[src/rtl/serial_adder_ctrl.sv]
// serial_adder_ctrl: bit-serial WIDTH-bit adder sequencing one FA cell LSB first.
// Define SERIAL_ADDER_OVF_EN to add the registered signed-overflow output ovf.
module fa (
  input  logic a,
  input  logic b,
  input  logic cin,
  output logic sum,
  output logic cout
);
  assign sum  = a ^ b ^ cin;
  assign cout = (a & b) | (cin & (a ^ b));
endmodule

module serial_adder_ctrl #(
  parameter int WIDTH = 8
) (
  input  logic             clk,
  input  logic             rst,
  input  logic             start,
  input  logic [WIDTH-1:0] a,
  input  logic [WIDTH-1:0] b,
  input  logic             cin,
  output logic             busy,
  output logic             done,
  output logic [WIDTH-1:0] sum,
  output logic             cout
`ifdef SERIAL_ADDER_OVF_EN
  ,
  output logic             ovf
`endif
);
  localparam int CW = $clog2(WIDTH) + 1;
  typedef enum logic [1:0] {IDLE, RUN, DONE} state_t;
  state_t           state_q;
  logic [WIDTH-1:0] sa_q, sb_q, ps_q, ps_d, sum_q;
  logic [CW-1:0]    cnt_q;
  logic             c_q, cout_q, busy_q, done_q, fa_sum, fa_cout, last;
`ifdef SERIAL_ADDER_OVF_EN
  logic             ovf_q;
  assign ovf = ovf_q;
`endif
  fa u_fa (sa_q[0], sb_q[0], c_q, fa_sum, fa_cout);
  assign ps_d = {fa_sum, ps_q[WIDTH-1:1]};
  assign last = cnt_q == CW'(WIDTH - 1);
  assign busy = busy_q;
  assign done = done_q;
  assign sum  = sum_q;
  assign cout = cout_q;
  always_ff @(posedge clk or posedge rst) begin
    if (rst) begin
      state_q <= IDLE;
      sa_q    <= '0;
      sb_q    <= '0;
      ps_q    <= '0;
      sum_q   <= '0;
      cnt_q   <= '0;
      c_q     <= 1'b0;
      cout_q  <= 1'b0;
      busy_q  <= 1'b0;
      done_q  <= 1'b0;
`ifdef SERIAL_ADDER_OVF_EN
      ovf_q   <= 1'b0;
`endif
    end else begin
      case (state_q)
        IDLE: if (start) begin
          sa_q    <= a;
          sb_q    <= b;
          c_q     <= cin;
          cnt_q   <= '0;
          ps_q    <= '0;
          busy_q  <= 1'b1;
          state_q <= RUN;
        end
        RUN: begin
          ps_q  <= ps_d;
          c_q   <= fa_cout;
          sa_q  <= sa_q >> 1;
          sb_q  <= sb_q >> 1;
          cnt_q <= cnt_q + CW'(1);
          if (last) begin
            sum_q   <= ps_d;
            cout_q  <= fa_cout;
            done_q  <= 1'b1;
            busy_q  <= 1'b0;
            state_q <= DONE;
`ifdef SERIAL_ADDER_OVF_EN
            // c_q is the carry into the MSB slice here
            ovf_q   <= c_q ^ fa_cout;
`endif
          end
        end
        default: begin
          done_q  <= 1'b0;
          state_q <= IDLE;
        end
      endcase
    end
  end
endmodule

[config.mk]
export PLATFORM = sky130hd
export DESIGN_NAME = serial_adder_ctrl
export DESIGN_NICKNAME = d
export VERILOG_FILES = /design/src/rtl/serial_adder_ctrl.sv
export SDC_FILE = /design/constraint.sdc
export NUM_CORES = 1
export LEC_CHECK = 0
export ABC_AREA = 1
export CAP_MARGIN = 15
export CORE_ASPECT_RATIO = 1.4
export CORE_UTILIZATION = 50
export CTS_BUF_LIST = sky130_fd_sc_hd__clkbuf_2
export CTS_CLUSTER_SIZE = 8
export DETAILED_ROUTE_END_ITERATION = 6
export GPL_TIMING_DRIVEN = 0
export PLACE_DENSITY_LB_ADDON = 0.2
export SKIP_CTS_REPAIR_TIMING = 1
export SLEW_MARGIN = 20
export SYNTH_ARGS = -nofsm -noshare
export SYNTH_HDL_FRONTEND = slang
export SYNTH_SLANG_ARGS = --single-unit
[constraint.sdc]
create_clock -name clk -period 3.8 [get_ports clk]
set_input_delay 0.95 -clock clk [delete_from_list [all_inputs] [get_ports clk]]
set_output_delay 0.95 -clock clk [all_outputs]
set_load 0.02 [all_outputs]
==> results.yml, run 1 <==
status:
  outcome: "completed"
critical_path:
  regToRegStartpoint: "cnt_q[0]$_DFFE_PP0P_"
  required_ns: 2.85
  timing_worst_setup_path_type: "flip-flop to output port"
  crit_buf_inv: 1
  critPathCaptureType: "output port"
  critical_path.cell_chain: "clkdlybuf4s50_1"
  crit_path_top_delay_cell: "clkdlybuf4s50_1"
  cpLargestDelayFamily: "buffers and inverters"
  critical_path.max_fanout: 2
  startpoint: "sum[4]$_DFFE_PP0P_"
  start_kind: "flip-flop"
  max_stage_delay_ns: 0.60
  worst-endpoint-arrival_ns: 1.43
routing:
  routed_via_density: 5.01
  drt-initial-drc-count: 44
  final_routed_wire_length_divided_by_cell_count_um: 12.0
  first_pass_iters: 4
  vias_after_detailed_routing: 1543
  routed_wirelength_mm: 3.69
  remaining_drc_errors: 0
  drt.antenna.violating_nets: 0
clock_network:
  clkTransAtPathRegs_ns: 0.23
  clock_sink_count: 41
  clock_tree_buf_depth: 2
  cts_root_buffer: "clkbuf_2"
  cts_htree_levels: 2
  clock_insertion_delay_worst_skew_ns: 0.42
  cts_made_buffers: 5
  cts_tree: "done"
logic_synthesis:
  yosys_register_bits: 41
  synth_top_cells_by_area: "dfrtp_1, nand2_1, nand3_1"
  synth_top_area_frac: 0.543
  primary_ff_master_synth: "dfrtp_1"
  number_of_synthesized_flops_with_an_enable_pin: 0
  largest_family_of_logic_cells_by_synthesized_area: "simple AND/OR/NAND/NOR gates"
  syn_area_mm2: 0.00189
  synthSimpleGateAreaFrac: 0.345
  ys_top_cells_by_count: "nand2_1, dfrtp_1, nand3_1"
  ys_async_sr_fraction: 1.00
  synth_nets: 249
  yosysMostFrequentCell: "nand2_1"
  yosys.area_share.adder: 0.0172
  synth.yosys.warnings: 0
  synthesis.instances: 227
  area_leader_netlist: "dfrtp_1"
  synth.distinct_cells: 20
  synth_xor_xnor_area_share: 0
  synth-compound-area-share: 0.0298
  synth_sequential_area_ratio: 0.543
  synth_mux_area_frac: 0
  syn-mean-instance-area_um2: 8.32
floorplanning:
  design.portCount: 31
  die_w_um: 53.9
  initial_cell_density_of_the_core: 0.518
  num_rows: 26
  die-area_mm2: 0.00403
  coreArea_mm2: 0.00364
  die-height_um: 74.7
timing:
  post-route-worst-setup-slack_ns: 1.42
  fin_crit_ns: 2.38
  setup_viol: 0
  grt_setup_unrepaired: "no"
  timing.clock.skew_ns: 0.0137
  slew_headroom: 0.695
  layout_worst_path_cycle_share: 0.628
  timing_max_transition_violations_final: 0
  timing.setup.tns_ns: 0
  fmaxAchievable_mhz: 419
  worst_tran_pin_value_ns: 0.457
  timing_hold_violations_final: 0
cells_and_area:
  design.final.nets: 287
  post_route_cells_drive_above_1_share: 0.113
  num_antenna_cells: 0
  layout-area-overhead-vs-synth_pct: 23.9
power_and_ir_drop:
  seq_power_share: 0.401
  power.switching_uw: 743
  cellLeakagePower_nw: 1.21
  ir_drop_v: 0.000438
  clkPwrFrac: 0.145
  p_int_mw: 1.09
  power.share.combinational: 0.454
  power_density_mw_per_mm2: 782
  sw_frac_of_total: 0.407
flow_run:
  max_cap_viol: 0
global_routing:
  wire_length_of_the_first_global_routing_pass_mm: 6.32
  grt_use_total: 0.219
  antenna_found_initial: 0
  maximum_number_of_pins_on_one_net_before_global_route_repair: 23
  via_count_of_the_first_global_routing_pass: 1464
  overflow: 0
placed_design:
  io_buffers: 30
  pre_cts_slack_ns: 1.74
  detailed_place_hpwl_mm: 2.63
  routabilityCongestion: 0.839
worst_hold_path:
  timing.hold.worst.class: "flip-flop to flip-flop"
  min-delay-start: "ps_q[2]$_DFFE_PP0P_"
[final timing paths]
kind,end,slack (ns),depth (start not counted)
max,sum[4],1.42,1
min,sum[1]$_DFFE_PP0P_,0.48,2
max reg2reg,cout$_DFFE_PP0P_,2.55,7
min reg2reg,sum[1]$_DFFE_PP0P_,0.48,2
max in group asynchronous,cnt_q[1]$_DFFE_PP0P_,2.52,3
min in group asynchronous,ps_q[5]$_DFFE_PP0P_,0.81,2
[power groups by stage]
stage / Clock, mW / Sequential, mW / Combinational (mW)
after floorplan: 0 / 0.794 / 0.522
after global placement: 0 / 0.738 / 0.821
after detailed placement: 0 / 0.745 / 0.836
after CTS: 0.272 / 0.734 / 0.838
after global routing: 0.283 / 0.759 / 0.957
final: 0.266 / 0.734 / 0.830
[registers in the layout, indices dropped and copies added (netlist names)]
signal   cells
ps_q         7
sb_q         8
cout         1
c_q          1
busy         1
done         1
state_q      2
sum          8
sa_q         8
cnt_q        4
[layer usage]
layer  routed length [um]  vias to the layer above  track usage
met3                  143                        5       0.0485
met4                   68                        0       0.0877
met5                    0                        -            0
met1                 1610                      704        0.263
li1                     -                      801            -
met2                 1860                       33        0.370
[placed cells by master, fill, tap and decap left out, types with 2 or more instances in the layout]
cell             netlist  layout
buf_2                  8       8
buf_4                  2       2
buf_6                  2       2
clkbuf_2               0       5
clkdlybuf4s50_1        0      30
dfrtp_1               41      41
inv_1                  9       8
inv_2                  1       2
nand2_1              102     102
nand2_2                3       3
nand3_1               39      39
nor2_1                 3       3
o21ai_0                4       4
o22ai_1                5       5
[layout make-up]
cell class              instances  area, um2
clock buffers                   5       25.0
clock inverters                 3       46.3
plain buffers                  12       77.6
repair buffers                 31        328
well taps                      42       52.6
inverters                      11       43.8
flip-flops and latches         41       1030
fillers                       325       1300
multi-input cells             163        741
[stage by stage]
stage	cells	instance area, um2	hold WS (ns)	util	total power [mW]
floorplan	227	1890	0.442	-	1.32
global placement	299	2240	0.449	0.615	1.56
detailed placement	300	2270	0.457	0.623	1.58
CTS	308	2340	0.502	0.642	1.84
global route	308	2340	0.515	0.642	2.00
finish	308	2340	0.482	0.642	1.83
[worst min-delay path, cell delays in order (launching register included)]
cell	delay, ns
dfrtp_1	0.39
nand2_1	0.05
nand2_1	0.04
[cell families after synthesis]
| kind of cell | count (synthesis) |
|---|---|
| buf+inv | 23 |
| simple gates | 151 |
| compound gates | 10 |
| flops | 41 |
| fa+ha+maj | 2 |
No activity file was read; power rests on OpenSTA's default activity.
==> inputs of run 2 (changes only) <==
--- a/config.mk
+++ b/config.mk
@@ -8,7 +8,7 @@
 export ABC_AREA = 1
 export CAP_MARGIN = 15
 export CORE_ASPECT_RATIO = 1.4
-export CORE_UTILIZATION = 50
+export CORE_UTILIZATION = 49
 export CTS_BUF_LIST = sky130_fd_sc_hd__clkbuf_2
 export CTS_CLUSTER_SIZE = 8
 export DETAILED_ROUTE_END_ITERATION = 6
==> constraint.sdc (replaced) <==
create_clock -name clk -period 2.1 [get_ports clk]
set_input_delay 0.525 -clock clk [delete_from_list [all_inputs] [get_ports clk]]
set_output_delay 0.525 -clock clk [all_outputs]
set_load 0.02 [all_outputs]
==> run 2 against run 1 <==
- utilization fell by 1.4 points
- critical path depth did not move
- via count rose by 2.1%
- final cell count did not move
- setup slack got worse by 1.3 ns
- critical path type unchanged
==> results.yml, run 2 (same netlist as run 1, synthesis figures left out) <==
critical_path:
  start_kind: "flip-flop"
  max_stage_delay_ns: 0.61
  crit_buf_inv: 1
  critical_path.cell_chain: "clkdlybuf4s50_1"
  critPathCaptureType: "output port"
  worst-endpoint-arrival_ns: 1.42
  crit_path_top_delay_cell: "clkdlybuf4s50_1"
  critical_path.max_fanout: 2
  required_ns: 1.57
  cpLargestDelayFamily: "buffers and inverters"
  timing_worst_setup_path_type: "flip-flop to output port"
global_routing:
  antenna_found_initial: 0
  overflow: 0
  global_route.peak_usage_layer: "met2"
  wire_length_of_the_first_global_routing_pass_mm: 6.30
  global_route.usage.met3: 0.0619
  grt_use_met2: 0.371
  grt_use_total: 0.219
  via_count_of_the_first_global_routing_pass: 1422
  use_met1: 0.254
  maximum_number_of_pins_on_one_net_before_global_route_repair: 23
timing:
  timing.clock.skew_ns: 0.0224
  fmaxAchievable_mhz: 515
  grt_setup_unrepaired: "no"
  worst_tran_pin_value_ns: 0.465
  layout_worst_path_cycle_share: 0.925
  fin_crit_ns: 1.94
  timing_hold_violations_final: 0
  fin_hold_ws_ns: 0.407
  timing_max_transition_violations_final: 0
  setup_viol: 0
  slew_headroom: 0.689
cells_and_area:
  layout-area-overhead-vs-synth_pct: 22.4
  mostFrequentLayoutCell: "nand2_1"
  post_route_cells_drive_above_1_share: 0.109
  final_cells: 308
  num_antenna_cells: 0
  design.final.nets: 287
  final_cell_mix: "nand2_1, dfrtp_1, nand3_1"
  filler_cell_count: 337
routing:
  routed_wirelength_mm: 3.77
  first_pass_iters: 4
  drt-initial-drc-count: 35
  drt.antenna.violating_nets: 0
  remaining_drc_errors: 0
  routed_via_density: 5.11
  final_routed_wire_length_divided_by_cell_count_um: 12.2
  vias_after_detailed_routing: 1575
floorplanning:
  die-height_um: 75.4
  initial_cell_density_of_the_core: 0.514
  coreArea_mm2: 0.00368
  num_rows: 26
  die-area_mm2: 0.00411
  die_w_um: 54.5
  design.portCount: 31
clock_network:
  cts_made_buffers: 5
  clock_insertion_delay_worst_skew_ns: 0.41
  clock_tree_buf_depth: 2
  cts_root_buffer: "clkbuf_2"
  clock_sink_count: 41
  cts_tree: "done"
  cts_htree_levels: 2
  clkTransAtPathRegs_ns: 0.21
power_and_ir_drop:
  power_density_mw_per_mm2: 1380
  ir_drop_v: 0.000890
  cellLeakagePower_nw: 1.20
placed_design:
  place_inst: 300
  routabilityCongestion: 0.829
  io_buffers: 30
  detailed_place_hpwl_mm: 2.71
worst_hold_path:
  timing.hold.worst.class: "primary input to async pin"
flow_run:
  max_cap_viol: 0
status:
  outcome: "completed"
-- run 2: area by class of cell --
cell class	count	area [um2]	area share
Clock inverter	3	17.5	0.00758
Tap cell	42	52.6	0.0227
Clock buffer	5	25.0	0.0108
Buffer	12	77.6	0.0336
Inverter	11	43.8	0.0189
Timing Repair Buffer	31	328	0.142
Sequential cell	41	1030	0.444
Multi-Input combinational cell	163	741	0.321
-- run 2: per-stage QoR --
| stage | power, mW | util | instance area (um2) | TNS, ns | setup WS [ns] |
|---|---|---|---|---|---|
| 4_1_cts | 3.21 | 0.629 | 2310 | 0 | 0.142 |
| 5_1_grt | 3.48 | 0.629 | 2310 | 0 | 0.0790 |
| 3_3_place_gp | 2.82 | 0.610 | 2240 | -8.04 | -0.197 |
| 6_report | 3.18 | 0.629 | 2310 | 0 | 0.157 |
| 3_5_place_dp | 2.88 | 0.617 | 2270 | 0 | 0.460 |
| 2_1_floorplan | 2.38 | - | 1890 | 0 | 0.629 |
-- run 2: path summary, 6_finish.rpt --
kind / start / end / slack [ns] / cells past startpoint
max: done$_DFFE_PP0P_ / done / 0.16 / 1
max in group asynchronous: rst / sum[2]$_DFFE_PP0P_ / 1.24 / 3
min reg2reg: ps_q[4]$_DFFE_PP0P_ / sum[3]$_DFFE_PP0P_ / 0.50 / 2
min in group clk: ps_q[4]$_DFFE_PP0P_ / sum[3]$_DFFE_PP0P_ / 0.50 / 2
max reg2reg: cnt_q[0]$_DFFE_PP0P_ / sum[7]$_DFFE_PP0P_ / 0.81 / 7
min: rst / done$_DFFE_PP0P_ / 0.41 / 2
-- run 2: layer usage --
metal  part of all wire  vias to the layer above  wire [um]
met5                  0                        -          0
met4              0.014                        0         51
met1               0.42                      735       1590
met2               0.53                       36       2000
li1                   -                      800          -
met3              0.034                        4        130
-- run 2: report_power, final --
group	leakage, nW	internal (mW)	total [mW]	switching, mW
logic	0.656	0.633	1.51	0.880
clock network	0.0304	0.0786	0.339	0.260
registers	0.518	1.13	1.33	0.203
total	1.20	1.84	3.18	1.34
==> inputs of run 3 (changes only) <==
--- a/config.mk
+++ b/config.mk
@@ -15,7 +15,6 @@
 export GPL_TIMING_DRIVEN = 0
 export PLACE_DENSITY_LB_ADDON = 0.2
 export SKIP_CTS_REPAIR_TIMING = 1
-export SLEW_MARGIN = 20
 export SYNTH_ARGS = -nofsm -noshare
 export SYNTH_HDL_FRONTEND = slang
 export SYNTH_SLANG_ARGS = --single-unit
==> run 3 against run 2 <==
- clock skew grew 0.0037 ns
- largest power group unchanged
- combinational power hardly changed
- highest routed layer unchanged
- setup slack worse by 0.015 ns
==> results.yml, run 3 (same netlist as run 1, synthesis figures left out) <==
clock_network:
  cts_htree_levels: 2
  cts_made_buffers: 5
  clock_tree_buf_depth: 2
  cts_root_buffer: "clkbuf_2"
  cts_tree: "done"
  clock_insertion_delay_worst_skew_ns: 0.43
  clock_sink_count: 41
  clkTransAtPathRegs_ns: 0.23
cells_and_area:
  final_cell_mix: "nand2_1, dfrtp_1, nand3_1"
  design.final.nets: 286
  num_antenna_cells: 0
  mostFrequentLayoutCell: "nand2_1"
  filler_cell_count: 331
  final_cells: 307
  layout-area-overhead-vs-synth_pct: 23.7
  layout.cell_area.non_filler_mm2: 0.00233
  post_route_cells_drive_above_1_share: 0.109
floorplanning:
  die-area_mm2: 0.00411
  initial_cell_density_of_the_core: 0.514
  num_rows: 26
  coreArea_mm2: 0.00368
  design.portCount: 31
  die_w_um: 54.5
  die-height_um: 75.4
timing:
  timing.clock.skew_ns: 0.0260
  worst_tran_pin_value_ns: 0.832
  grt_setup_unrepaired: "no"
  fin_crit_ns: 1.96
  fmaxAchievable_mhz: 511
  slew_headroom: 0.444
  layout_worst_path_cycle_share: 0.932
  setup_viol: 0
  timing_hold_violations_final: 0
  timing_max_transition_violations_final: 0
  post-route-worst-setup-slack_ns: 0.142
worst_hold_path:
  timing.hold.worst.class: "flip-flop to flip-flop"
  min-delay-start: "ps_q[4]$_DFFE_PP0P_"
critical_path:
  worst-endpoint-arrival_ns: 1.43
  critPathCaptureType: "output port"
  max_stage_delay_ns: 0.60
  crit_path_top_delay_cell: "clkdlybuf4s50_1"
  critical_path.cell_chain: "clkdlybuf4s50_1"
  crit_buf_inv: 1
  timing_worst_setup_path_type: "flip-flop to output port"
  start_kind: "flip-flop"
  cpLargestDelayFamily: "buffers and inverters"
  startpoint: "sum[7]$_DFFE_PP0P_"
  required_ns: 1.57
  critical_path.max_fanout: 2
  regToRegStartpoint: "cnt_q[0]$_DFFE_PP0P_"
placed_design:
  placedInstanceArea_mm2: 0.00224
  place_inst: 299
  routabilityCongestion: 0.829
  pre_cts_slack_ns: 0.470
  detailed_place_hpwl_mm: 2.62
  io_buffers: 30
routing:
  routed_wirelength_mm: 3.72
  routed_via_density: 4.97
  vias_after_detailed_routing: 1527
  first_pass_iters: 4
  drt-initial-drc-count: 48
  remaining_drc_errors: 0
  final_routed_wire_length_divided_by_cell_count_um: 12.1
  drt.antenna.violating_nets: 0
power_and_ir_drop:
  totalPowerFinal_mw: 3.43
  cellLeakagePower_nw: 1.21
  p_int_mw: 2.08
  power.switching_mw: 1.35
  sw_frac_of_total: 0.394
  clkPwrFrac: 0.174
  seq_power_share: 0.387
  ir_drop_v: 0.000842
  power_density_mw_per_mm2: 1470
  power.share.combinational: 0.438
flow_run:
  max_cap_viol: 0
global_routing:
  via_count_of_the_first_global_routing_pass: 1433
  maximum_number_of_pins_on_one_net_before_global_route_repair: 42
  grt_use_total: 0.221
  antenna_found_initial: 0
  wire_length_of_the_first_global_routing_pass_mm: 6.34
  overflow: 0
status:
  outcome: "completed"
-- run 3: layout make-up --
type	instances	area (um2)	share of cell area
inverters	11	43.8	0.0188
clock buffers	5	25.0	0.0107
plain buffers	12	77.6	0.0332
repair buffers	30	300	0.129
multi-input cells	163	741	0.317
clock inverters	3	68.8	0.0295
well taps	42	52.6	0.0225
flip-flops and latches	41	1030	0.439
-- run 3: power by group through the flow --
stage / clock [mW] / combinational [mW] / sequential, mW
5_1_grt: 0.635 / 1.73 / 1.38
3_3_place_gp: 0 / 1.49 / 1.33
6_report: 0.599 / 1.51 / 1.33
2_1_floorplan: 0 / 0.944 / 1.44
3_5_place_dp: 0 / 1.52 / 1.35
4_1_cts: 0.607 / 1.52 / 1.33
-- run 3: path summary, 6_finish.rpt --
| kind | slack [ns] | endpoint | cells after the start |
|---|---|---|---|
| worst max-delay path | 0.14 | sum[7] | 1 |
| worst min-delay path | 0.50 | sum[3]$_DFFE_PP0P_ | 2 |
| worst max register to register | 0.83 | busy$_DFFE_PP0P_ | 7 |
| worst min register to register | 0.50 | sum[3]$_DFFE_PP0P_ | 2 |
| max in group asynchronous | 1.01 | sa_q[2]$_DFFE_PP0P_ | 2 |
| min in group asynchronous | 0.54 | ps_q[4]$_DFFE_PP0P_ | 2 |
-- run 3: metal layers --
metal  vias up  global-route usage  part of all wire
met3         6              0.0539             0.026
met1       697               0.265              0.43
li1        800                   -                 -
met5         -                   0                 0
met2        24               0.373              0.52
met4         0              0.0940             0.020
-- run 3: stage by stage --
stage / setup TNS [ns] / hold WS (ns) / util
after detailed placement: 0 / 0.452 / 0.610
after global placement: -8.04 / 0.450 / 0.610
after global routing: 0 / 0.529 / 0.635
final: 0 / 0.500 / 0.635
after CTS: 0 / 0.500 / 0.635
after floorplan: 0 / 0.442 / -
